[src/rtl/exc_commit_ctrl.sv]
// exc_commit_ctrl: exception / interrupt / ERET commit controller sitting
// between the write-back stage and CP0. In the commit cycle it drives the
// CP0 update strobes and a pipeline flush combinationally, then offers a
// redirect PC to fetch over a valid/ready handshake.
// Build option: define EXC_COMMIT_INT_EN to enable interrupt detection and
// the interrupt commit path; without it int_req_q is constant 0.
module exc_commit_ctrl #(
  parameter logic [31:0] EXC_VECTOR = 32'hbfc00380,
  parameter logic [4:0]  INT_EXCODE = 5'h00
) (
  input  logic        clk,
  input  logic        resetn,
  input  logic        ws_valid,
  input  logic [31:0] ws_pc,
  input  logic        ws_bd,
  input  logic        ws_ex,
  input  logic [4:0]  ws_excode,
  input  logic [31:0] ws_badvaddr,
  input  logic        ws_eret,
  input  logic [31:0] cp0_status,
  input  logic [31:0] cp0_cause,
  input  logic [31:0] cp0_epc,
  output logic        wb_ex,
  output logic        wb_bd,
  output logic        wb_eret,
  output logic [4:0]  wb_excode,
  output logic [31:0] wb_pc,
  output logic [31:0] wb_badvaddr,
  output logic        ws_flush,
  output logic        redirect_valid,
  output logic [31:0] redirect_pc,
  input  logic        redirect_ready
);

  typedef enum logic [0:0] {
    ST_IDLE     = 1'b0,
    ST_REDIRECT = 1'b1
  } state_e;

  state_e      state_q, state_d;
  logic        int_req_q, int_req_d;
  logic        redirect_valid_q, redirect_valid_d;
  logic [31:0] redirect_pc_q, redirect_pc_d;
  logic        take_int_s, take_exc_s, take_eret_s, take_any_s;

  // Only IE/EXL/IM of status and IP of cause matter here.
  logic unused_cp0_s;
  assign unused_cp0_s = ^{cp0_status, cp0_cause};

  // Interrupt pending: enabled, not already in an exception, masked IP hit.
  always_comb begin
`ifdef EXC_COMMIT_INT_EN
    int_req_d = cp0_status[0] & ~cp0_status[1]
              & (|(cp0_status[15:8] & cp0_cause[15:8]));
`else
    int_req_d = 1'b0;
`endif
  end

  // Commit decode: only in IDLE with a valid WB instruction, interrupt first.
  always_comb begin
    take_int_s  = 1'b0;
    take_exc_s  = 1'b0;
    take_eret_s = 1'b0;
    if ((state_q == ST_IDLE) && ws_valid) begin
      if (int_req_q) begin
        take_int_s = 1'b1;
      end else if (ws_ex) begin
        take_exc_s = 1'b1;
      end else if (ws_eret) begin
        take_eret_s = 1'b1;
      end else begin
        take_int_s = 1'b0;
      end
    end else begin
      take_int_s = 1'b0;
    end
    take_any_s = take_int_s | take_exc_s | take_eret_s;
  end

  // CP0 update strobes and data; data is zero whenever no strobe fires.
  always_comb begin
    wb_ex       = 1'b0;
    wb_bd       = 1'b0;
    wb_eret     = 1'b0;
    wb_excode   = 5'h00;
    wb_pc       = 32'h0000_0000;
    wb_badvaddr = 32'h0000_0000;
    if (take_int_s) begin
      wb_ex     = 1'b1;
      wb_excode = INT_EXCODE;
      wb_bd     = ws_bd;
      wb_pc     = ws_pc;
    end else if (take_exc_s) begin
      wb_ex       = 1'b1;
      wb_excode   = ws_excode;
      wb_badvaddr = ws_badvaddr;
      wb_bd       = ws_bd;
      wb_pc       = ws_pc;
    end else if (take_eret_s) begin
      wb_eret = 1'b1;
    end else begin
      wb_ex = 1'b0;
    end
    ws_flush = take_any_s | (state_q == ST_REDIRECT);
  end

  // Next-state logic: latch the redirect target at commit, hold until accepted.
  always_comb begin
    state_d          = state_q;
    redirect_valid_d = redirect_valid_q;
    redirect_pc_d    = redirect_pc_q;
    case (state_q)
      ST_IDLE: begin
        if (take_any_s) begin
          state_d          = ST_REDIRECT;
          redirect_valid_d = 1'b1;
          redirect_pc_d    = take_eret_s ? cp0_epc : EXC_VECTOR;
        end else begin
          state_d = ST_IDLE;
        end
      end
      ST_REDIRECT: begin
        if (redirect_valid_q && redirect_ready) begin
          state_d          = ST_IDLE;
          redirect_valid_d = 1'b0;
        end else begin
          state_d = ST_REDIRECT;
        end
      end
      default: begin
        state_d          = ST_IDLE;
        redirect_valid_d = 1'b0;
      end
    endcase
  end

  // State and registered outputs.
  always_ff @(posedge clk or negedge resetn) begin
    if (!resetn) begin
      state_q          <= ST_IDLE;
      int_req_q        <= 1'b0;
      redirect_valid_q <= 1'b0;
      redirect_pc_q    <= 32'h0000_0000;
    end else begin
      state_q          <= state_d;
      int_req_q        <= int_req_d;
      redirect_valid_q <= redirect_valid_d;
      redirect_pc_q    <= redirect_pc_d;
    end
  end

  assign redirect_valid = redirect_valid_q;
  assign redirect_pc    = redirect_pc_q;

endmodule

[config.mk]
export PLATFORM = sky130hd
export DESIGN_NAME = exc_commit_ctrl
export DESIGN_NICKNAME = d
export VERILOG_FILES = /design/src/rtl/exc_commit_ctrl.sv
export SDC_FILE = /design/constraint.sdc
export NUM_CORES = 1
export LEC_CHECK = 0
export BUFFER_PORTS_ARGS = -buffer_cell sky130_fd_sc_hd__buf_2
export CAP_MARGIN = 20
export CORE_AREA = 4 4 105 107
export CTS_CLUSTER_DIAMETER = 40
export DETAILED_ROUTE_END_ITERATION = 7
export DIE_AREA = 0 0 109 111
export SLEW_MARGIN = 20
export SYNTH_ARGS = -nofsm -noshare
export SYNTH_HDL_FRONTEND = slang
export SYNTH_SLANG_ARGS = --single-unit
[constraint.sdc]
create_clock -name clk -period 1.6 [get_ports clk]
set_clock_uncertainty 0.1 [all_clocks]
set_input_delay 0.4 -clock clk [delete_from_list [all_inputs] [get_ports clk]]
set_output_delay 0.4 -clock clk [all_outputs]
set_load 0.02 [all_outputs]
== Word level (Yosys, flattened, before mapping) ==
Index checks and enable logic that the tools add are counted.
Operators by class
  reduce and logical (&&, ||, !) cells: 4
  mux-type cells: 19
  bitwise gates (word level): 3
  equality and inequality tests: 2
Operator list (count)
  two-way mux 32 bit: 3
  two-way mux 1 bit: 13
  two-way mux 5 bit: 1
  case mux 1 bit (2 select lines): 2
  AND reduction 2 bit: 2
  logical AND 1 bit: 2
  != test 2 x 1 -> 1 bit, second input constant: 1
  != test 2 bit, second input constant: 1
  OR 1 bit: 2
  inverter 1 bit: 1
Word-level totals
  output and inout bits: 106
  logic and storage cells: 31
  flip-flop bits (word level): 34
  input port bits: 172

== Longest topological paths before layout ==
Gate-level depths: netlist of the first run.
  depth in word-level cells: 6
  depth in mapped cells: 6
  depth with buffers taken out: 4

== Worst setup path after synthesis of the first run ==
No wires, ideal clock.
  path type: input to output
  from: input ws_valid
  to: output wb_badvaddr[0]
  slack: -40 ps
  stages: 4
  data arrival time: 1140 ps
  path through: nor2b_2 > buf_6 > clkbuf_1 > and3_1
Between the ends
  cells in the longest elaborated chain, start to end: 3
Ends and longest elaborated chain
  start: declaration: line 13  | input logic ws_valid,
  logical AND 1 bit: line 65  | if ((state_q == ST_IDLE) && ws_valid) begin
  two-way mux 1 bit: line 65
  two-way mux 32 bit: line 94  | end else if (take_exc_s) begin
  end: declaration: line 28  | output logic [31:0] wb_badvaddr,
Every way passes these cells.

== Worst setup path after layout of the first run ==
  from: register state_q
  to: output wb_badvaddr[24]
Between the ends
  cells in the longest elaborated chain, start to end: 4
Ends and longest elaborated chain
  start: declaration: line 40  | state_e state_q, state_d;
  start signal: assignment: line 146  | state_q <= state_d;
  inverter 1 bit (no line)
  logical AND 1 bit: line 65
  two-way mux 1 bit: line 65
  two-way mux 32 bit: line 94
Every way passes these cells.

==> flow_metrics.py, run 1 <==
metrics = {
    "placed_design": {
        "io_buffers": 213,
        "dp_slack_ps": -204,
        "dpl.hpwl_um": 6540,
        "place_inst": 507,
        "dpl_cell_area_um2": 3110,
        "place_congestion": 0.761,
    },
    "worst_hold_path": {
        "min_from": "cp0_epc[0]",
        "min_path_cells": 2,
        "min_path_type": "primary input to register",
        "hold-path-endpoint": "redirect_pc[0]",
    },
    "floorplanning": {
        "die_area_um2": 12100,
        "rows": 37,
        "core_area_um2": 10100,
        "initial_core_util_pct": 17.5,
        "io_pins": 278,
        "chipHeight_um": 111,
        "fp.dieW_um": 109,
    },
    "global_route": {
        "grt_pass1_vias": 2228,
        "grt_pass1_wl_um": 11800,
        "grt_antenna_before_repair": 1,
        "grt_max_degree": 72,
        "gr-total-overflow": 0,
        "grt_use_total_pct": 12.3,
    },
    "finish": {
        "diodes": 0,
        "synthToLayoutAreaGrowth_pct": 114,
        "drive_gt1_share_pct": 81.1,
        "layout.cells.non_filler": 523,
        "design_area_um2": 3810,
        "post-route-util_pct": 37.5,
        "nets": 558,
    },
    "cts": {
        "clkSinkCount": 34,
        "clk_latency_ps": 280,
        "clkTransAtPathRegs_ps": 70,
        "root_buffer": "clkbuf_8",
        "cts_buffers": 5,
        "clockBufferDepth": 2,
        "cts_tree": "yes",
        "htreeDepth": 2,
    },
    "timing": {
        "timing.final.crit_share_pct": 123,
        "rsz0062_at_grt": "yes",
        "layout_setup_ws_ps": -366,
        "hold_viol_final": 0,
        "period_minus_slack_ps": 1970,
        "relSlewSlack_pct": 64.3,
        "tightest_slew_ps": 534,
        "drv_slew": 0,
        "max_freq_mhz": 509,
        "setup_viol": 85,
    },
    "setup_path": {
        "reg2reg_from": "state_q",
        "reg2reg_to": "redirect_pc[31]",
        "crit_type": "register to primary output",
        "worstPathRequired_ps": 1100,
        "r2r_slack_ps": -70,
        "critPathCaptureType": "primary output",
        "cp_max_fo": 18,
        "start_kind": "register",
        "crit_arrival_ps": 1470,
        "ff2ff_path_depth": 8,
    },
    "drt": {
        "drcViolationCount": 0,
        "drtAntennaViolNets": 0,
        "vias": 2302,
        "wl_per_cell_um": 16.7,
        "routed_wl_um": 8720,
        "dr.pass1.iters": 4,
        "vias_per_cell": 4.40,
        "drtIter0Drc": 110,
    },
    "yosys": {
        "synth_xor_area_share_pct": 0,
        "syn_nets": 342,
        "synth_top_cell_by_area": "dfrtp_1",
        "synth_fa_ha_area_share_pct": 0,
        "yosys_register_bits": 34,
        "synthSimpleGateAreaFrac_pct": 28.0,
        "muxShareOfSynthArea_pct": 0,
        "syn_area_um2": 1780,
        "synthesis.area_per_instance_um2": 10.5,
        "yosys_warnings": 0,
        "synth_top_family_by_area": "simple AND/OR/NAND/NOR gates",
        "syn_inst": 170,
        "synth-compound-area-share_pct": 16.9,
        "synthDominantCellAreaShare_pct": 47.9,
        "ys_types": 18,
        "synthTopCellsByArea": "dfrtp_1, and3_1, a22o_1",
        "seq_area_frac_synth_pct": 47.9,
    },
    "power": {
        "p_total_mw": 4.73,
        "p_clk_share_pct": 19.6,
        "p_int_mw": 2.96,
        "powerDensity_nw_per_um2": 1240,
        "leakage_nw": 2.14,
        "switching_share_pct": 37.5,
        "switchingPower_mw": 1.77,
        "p_seq_share_pct": 29.8,
        "combinationalPowerShare_pct": 50.6,
        "peakVddDrop_mv": 0.510,
    },
    "outcome": {
        "status": "finished with violations",
        "violations": "setup timing",
    },
    "flow_run": {
        "cap_violations": 0,
    },
}
==> cell type report <==
type,count,area [um^2]
tap,136,170
timing repair buffer,231,1730
fill,1019,6330
clock buffer,5,68.8
sequential,34,851
multi-input combinational,113,908
clock inverter,3,68.8
inverter,1,6.26
==> worst max-delay path, stage by stage (launching register included) <==
cell	delay (ps)
dfrtp_1	410
nor2b_4	140
buf_12	140
buf_12	140
and3_2	220
buf_6	120
==> cells in the mapped netlist <==
cell      number
and3_1        70
o22a_1        12
inv_4          1
o21ai_1        2
buf_6          4
nand2b_1       1
nand3_1        1
buf_4          2
a22o_1        20
a21bo_2        1
nand2_1        1
nor2_1         1
dfrtp_1       34
nor2b_2        1
buf_2          2
nand3b_4       1
clkbuf_1      14
and2_1         2
==> cells by family after synthesis <==
family,after synthesis
AOI/OAI and AO/OA,35
buffers and inverters,23
DFF,34
and+or+nand+nor,78
==> worst max path at each step <==
stage / start / endpoint / slack, ps / cells after the start
after floorplan: ws_valid / wb_badvaddr[0] / -10 / 4
after CTS: state_q / wb_pc[20] / -390 / 4
final: state_q / wb_badvaddr[24] / -370 / 5
after global routing: state_q / wb_badvaddr[24] / -430 / 5
after global placement: ws_valid / wb_pc[20] / -180 / 5
after detailed placement: ws_valid / wb_excode[3] / -200 / 5
==> timing repair <==
item                                    in CTS  in global routing
pin swaps                                    0                  2
resized for setup                           78                 64
hold buffers                                 1                  0
setup buffers                                1                  3
gates cloned                                 0                  4
hold endpoints to repair                    14                  0
endpoints found under the setup margin      85                 74
==> power by group through the flow <==
stage	logic [mW]	registers, mW	clock network, mW
final	2.39	1.41	0.926
after global routing	2.55	1.46	1.01
after CTS	2.17	1.41	0.956
after detailed placement	2.06	1.42	0
after global placement	2.03	1.40	0
after floorplan	0.799	1.86	0
==> flip-flops by register name, indices dropped and copies added, names as in the netlist <==
signal and cells:
redirect_pc 32, redirect_valid 1, state_q 1
==> metrics by stage <==
stage | hold slack [ps] | setup TNS, ps
6_report | 241 | -25130
4_1_cts | 226 | -25820
5_1_grt | 222 | -30100
3_3_place_gp | 227 | -12080
2_1_floorplan | 4.41 | -822
3_5_place_dp | 230 | -13630
==> cell usage in the layout, fill, tap and decap left out, drive strengths merged, types with 2 or more instances in the layout <==
| cell | instances |
|---|---|
| o21ai | 2 |
| clkbuf | 8 |
| buf | 227 |
| dfrtp | 34 |
| a22o | 20 |
| and2 | 2 |
| bufinv | 2 |
| o22a | 12 |
| and3 | 70 |
==> layer usage <==
metal / vias up / share of wire (%) / global-route usage [%]
li1: 1065 / - / -
met1: 1078 / 42 / 16.1
met2: 147 / 45 / 19.4
met3: 10 / 12 / 4.25
met4: 2 / 1.0 / 2.53
met5: - / 0.15 / 0
Note: power is estimated with default switching activity, not from simulation.
==> inputs of run 2 (changes only) <==
--- a/config.mk
+++ b/config.mk
@@ -5,6 +5,7 @@
 export SDC_FILE = /design/constraint.sdc
 export NUM_CORES = 1
 export LEC_CHECK = 0
+export ABC_AREA = 1
 export BUFFER_PORTS_ARGS = -buffer_cell sky130_fd_sc_hd__buf_2
 export CAP_MARGIN = 20
 export CORE_AREA = 4 4 105 107
==> flow_metrics.py, run 2 <==
metrics = {
    "cts": {
        "htreeDepth": 2,
        "cts_buffers": 5,
        "clkSinkCount": 34,
        "clkTransAtPathRegs_ps": 80,
        "root_buffer": "clkbuf_8",
        "clk_latency_ps": 280,
        "cts_tree": "yes",
        "clockBufferDepth": 2,
    },
    "yosys": {
        "syn_area_um2": 2040,
        "seq_area_frac_synth_pct": 41.8,
        "yosys_warnings": 0,
        "synthDominantCellAreaShare_pct": 41.8,
        "ys_types": 15,
        "yosys_register_bits": 34,
        "synthArstFlopShare_pct": 100,
        "synth_commonest_cells": "inv_1, nand2_1, nor2_1, dfrtp_1, nand3_1",
        "synth_top_cell_by_area": "dfrtp_1",
        "syn_inst": 329,
        "synthTopCellsByArea": "dfrtp_1, inv_1, nand2_1",
        "synthesis.area_per_instance_um2": 6.19,
        "synth_edf_count": 0,
        "syn_nets": 501,
        "synth_most_common_cell": "inv_1",
        "synth_ff_type": "dfrtp_1",
    },
    "drt": {
        "drcViolationCount": 0,
        "dr.pass1.iters": 4,
        "vias": 2818,
        "routed_wl_um": 10100,
        "drtIter0Drc": 93,
        "vias_per_cell": 4.09,
        "drtAntennaViolNets": 0,
        "wl_per_cell_um": 14.7,
    },
    "timing": {
        "period_minus_slack_ps": 1950,
        "drv_slew": 0,
        "rsz0062_at_grt": "yes",
        "max_freq_mhz": 514,
        "tightest_slew_ps": 423,
        "hold_viol_final": 0,
        "timing.final.crit_share_pct": 122,
        "relSlewSlack_pct": 71.8,
        "layout_setup_ws_ps": -347,
        "tns_ps": -22690,
        "setup_viol": 73,
    },
    "finish": {
        "post-route-util_pct": 39.8,
        "nets": 723,
        "synthToLayoutAreaGrowth_pct": 98.5,
        "ff_latch_area_um2": 851,
        "final_cell_mix": "buf_2, inv_1, nand2_1",
        "drive_gt1_share_pct": 52.9,
        "fillers": 1060,
        "multi_input_area_um2": 947,
        "largest_reg_flops": 32,
        "layout_commonest_cell": "buf_2",
    },
    "floorplanning": {
        "chipHeight_um": 111,
        "core_area_um2": 10100,
        "die_area_um2": 12100,
        "io_pins": 278,
        "rows": 37,
        "fp.dieW_um": 109,
        "initial_core_util_pct": 20.1,
    },
    "global_route": {
        "grt_use_total_pct": 15.4,
        "grt_pass1_vias": 2741,
        "grt_max_degree": 35,
        "grt_antenna_before_repair": 11,
        "grt_pass1_wl_um": 14500,
        "gr-total-overflow": 0,
    },
    "power": {
        "p_total_mw": 4.67,
        "leakage_nw": 2.53,
        "powerDensity_nw_per_um2": 1160,
        "peakVddDrop_mv": 0.603,
    },
    "worst_hold_path": {
        "min_path_type": "primary input to register",
    },
    "placed_design": {
        "place_congestion": 0.881,
        "io_buffers": 213,
        "dpl.hpwl_um": 7780,
    },
    "outcome": {
        "violations": "setup timing",
        "status": "finished with violations",
    },
    "flow_run": {
        "cap_violations": 0,
    },
    "setup_path": {
        "worstPathRequired_ps": 1100,
        "start_kind": "register",
        "cp_max_fo": 26,
        "crit_arrival_ps": 1450,
        "crit_type": "register to primary output",
        "critPathCaptureType": "primary output",
    },
}
==> run 2: cell count changes in the layout (fill, tap and decap cells not counted), sizes merged, moves of 12 or more <==
| cell | change |
|---|---|
| nor2 | +71 |
| o22a | -12 |
| inv | +86 |
| and3 | -70 |
| nand2 | +82 |
| nand3 | +31 |
| a22o | -20 |
==> run 2: final timing paths <==
path / from / end / slack, ps / cells after the start
setup / recovery: state_q / wb_pc[11] / -350 / 5
hold / removal: cp0_epc[5] / redirect_pc[5] / 240 / 3
setup reg to reg: state_q / redirect_pc[29] / 100 / 8
hold reg to reg: redirect_pc[14] / redirect_pc[14] / 370 / 2
max in group asynchronous: resetn / redirect_pc[22] / 480 / 3
min in group asynchronous: resetn / redirect_pc[20] / 480 / 2
==> run 2: area by class of cell <==
cell class,count,share of cell area [%]
tap,136,4.21
sequential,34,21.1
antenna,1,0.0619
timing repair buffer,232,40.7
multi-input combinational,191,23.4
clock buffer,6,2.04
inverter,87,8.14
clock inverter,2,0.310
==> run 2: cell families after synthesis <==
group	synth area share, %
compound gates	0.922
buf+inv	20.1
flops	41.8
simple gates	37.2
==> run 2: worst max-delay path: stages, from the launching register on <==
cell	delay (ps)
dfrtp_1	410
nor2_4	160
nand2_4	120
buf_12	190
nor2_1	120
buf_4	160
==> run 2: repair_timing <==
action | in CTS | in global routing
hold endpoints to repair | 16 | 0
gates resized for setup | 112 | 70
hold buffers | 1 | 0
pin swaps | 2 | 1
setup buffers | 1 | 5
endpoints found under the setup margin | 73 | 103
gates cloned | 1 | 0
==> run 2: per-stage QoR <==
stage / worst slack [ps] / area (um^2) / instances / hold slack [ps]
floorplan: -84.4 / 2040 / 329 / 4.41
global placement: -186 / 3330 / 674 / 259
detailed placement: -193 / 3330 / 674 / 265
CTS: -347 / 3770 / 685 / 229
global route: -461 / 4040 / 688 / 236
finish: -347 / 4040 / 689 / 241
==> run 2: layer usage <==
metal	track usage, %	vias up	routed length, um
met1	19.0	1248	4140
met3	8.85	26	1390
met4	1.94	20	58
met5	0	-	123
li1	-	1366	-
met2	23.8	158	4420
==> run 2: power breakdown <==
group	leakage (nW)	internal, mW	switching (mW)
registers	0.427	1.19	0.184
logic	2.06	1.03	1.60
clock network	0.0472	0.346	0.325
total	2.53	2.57	2.10
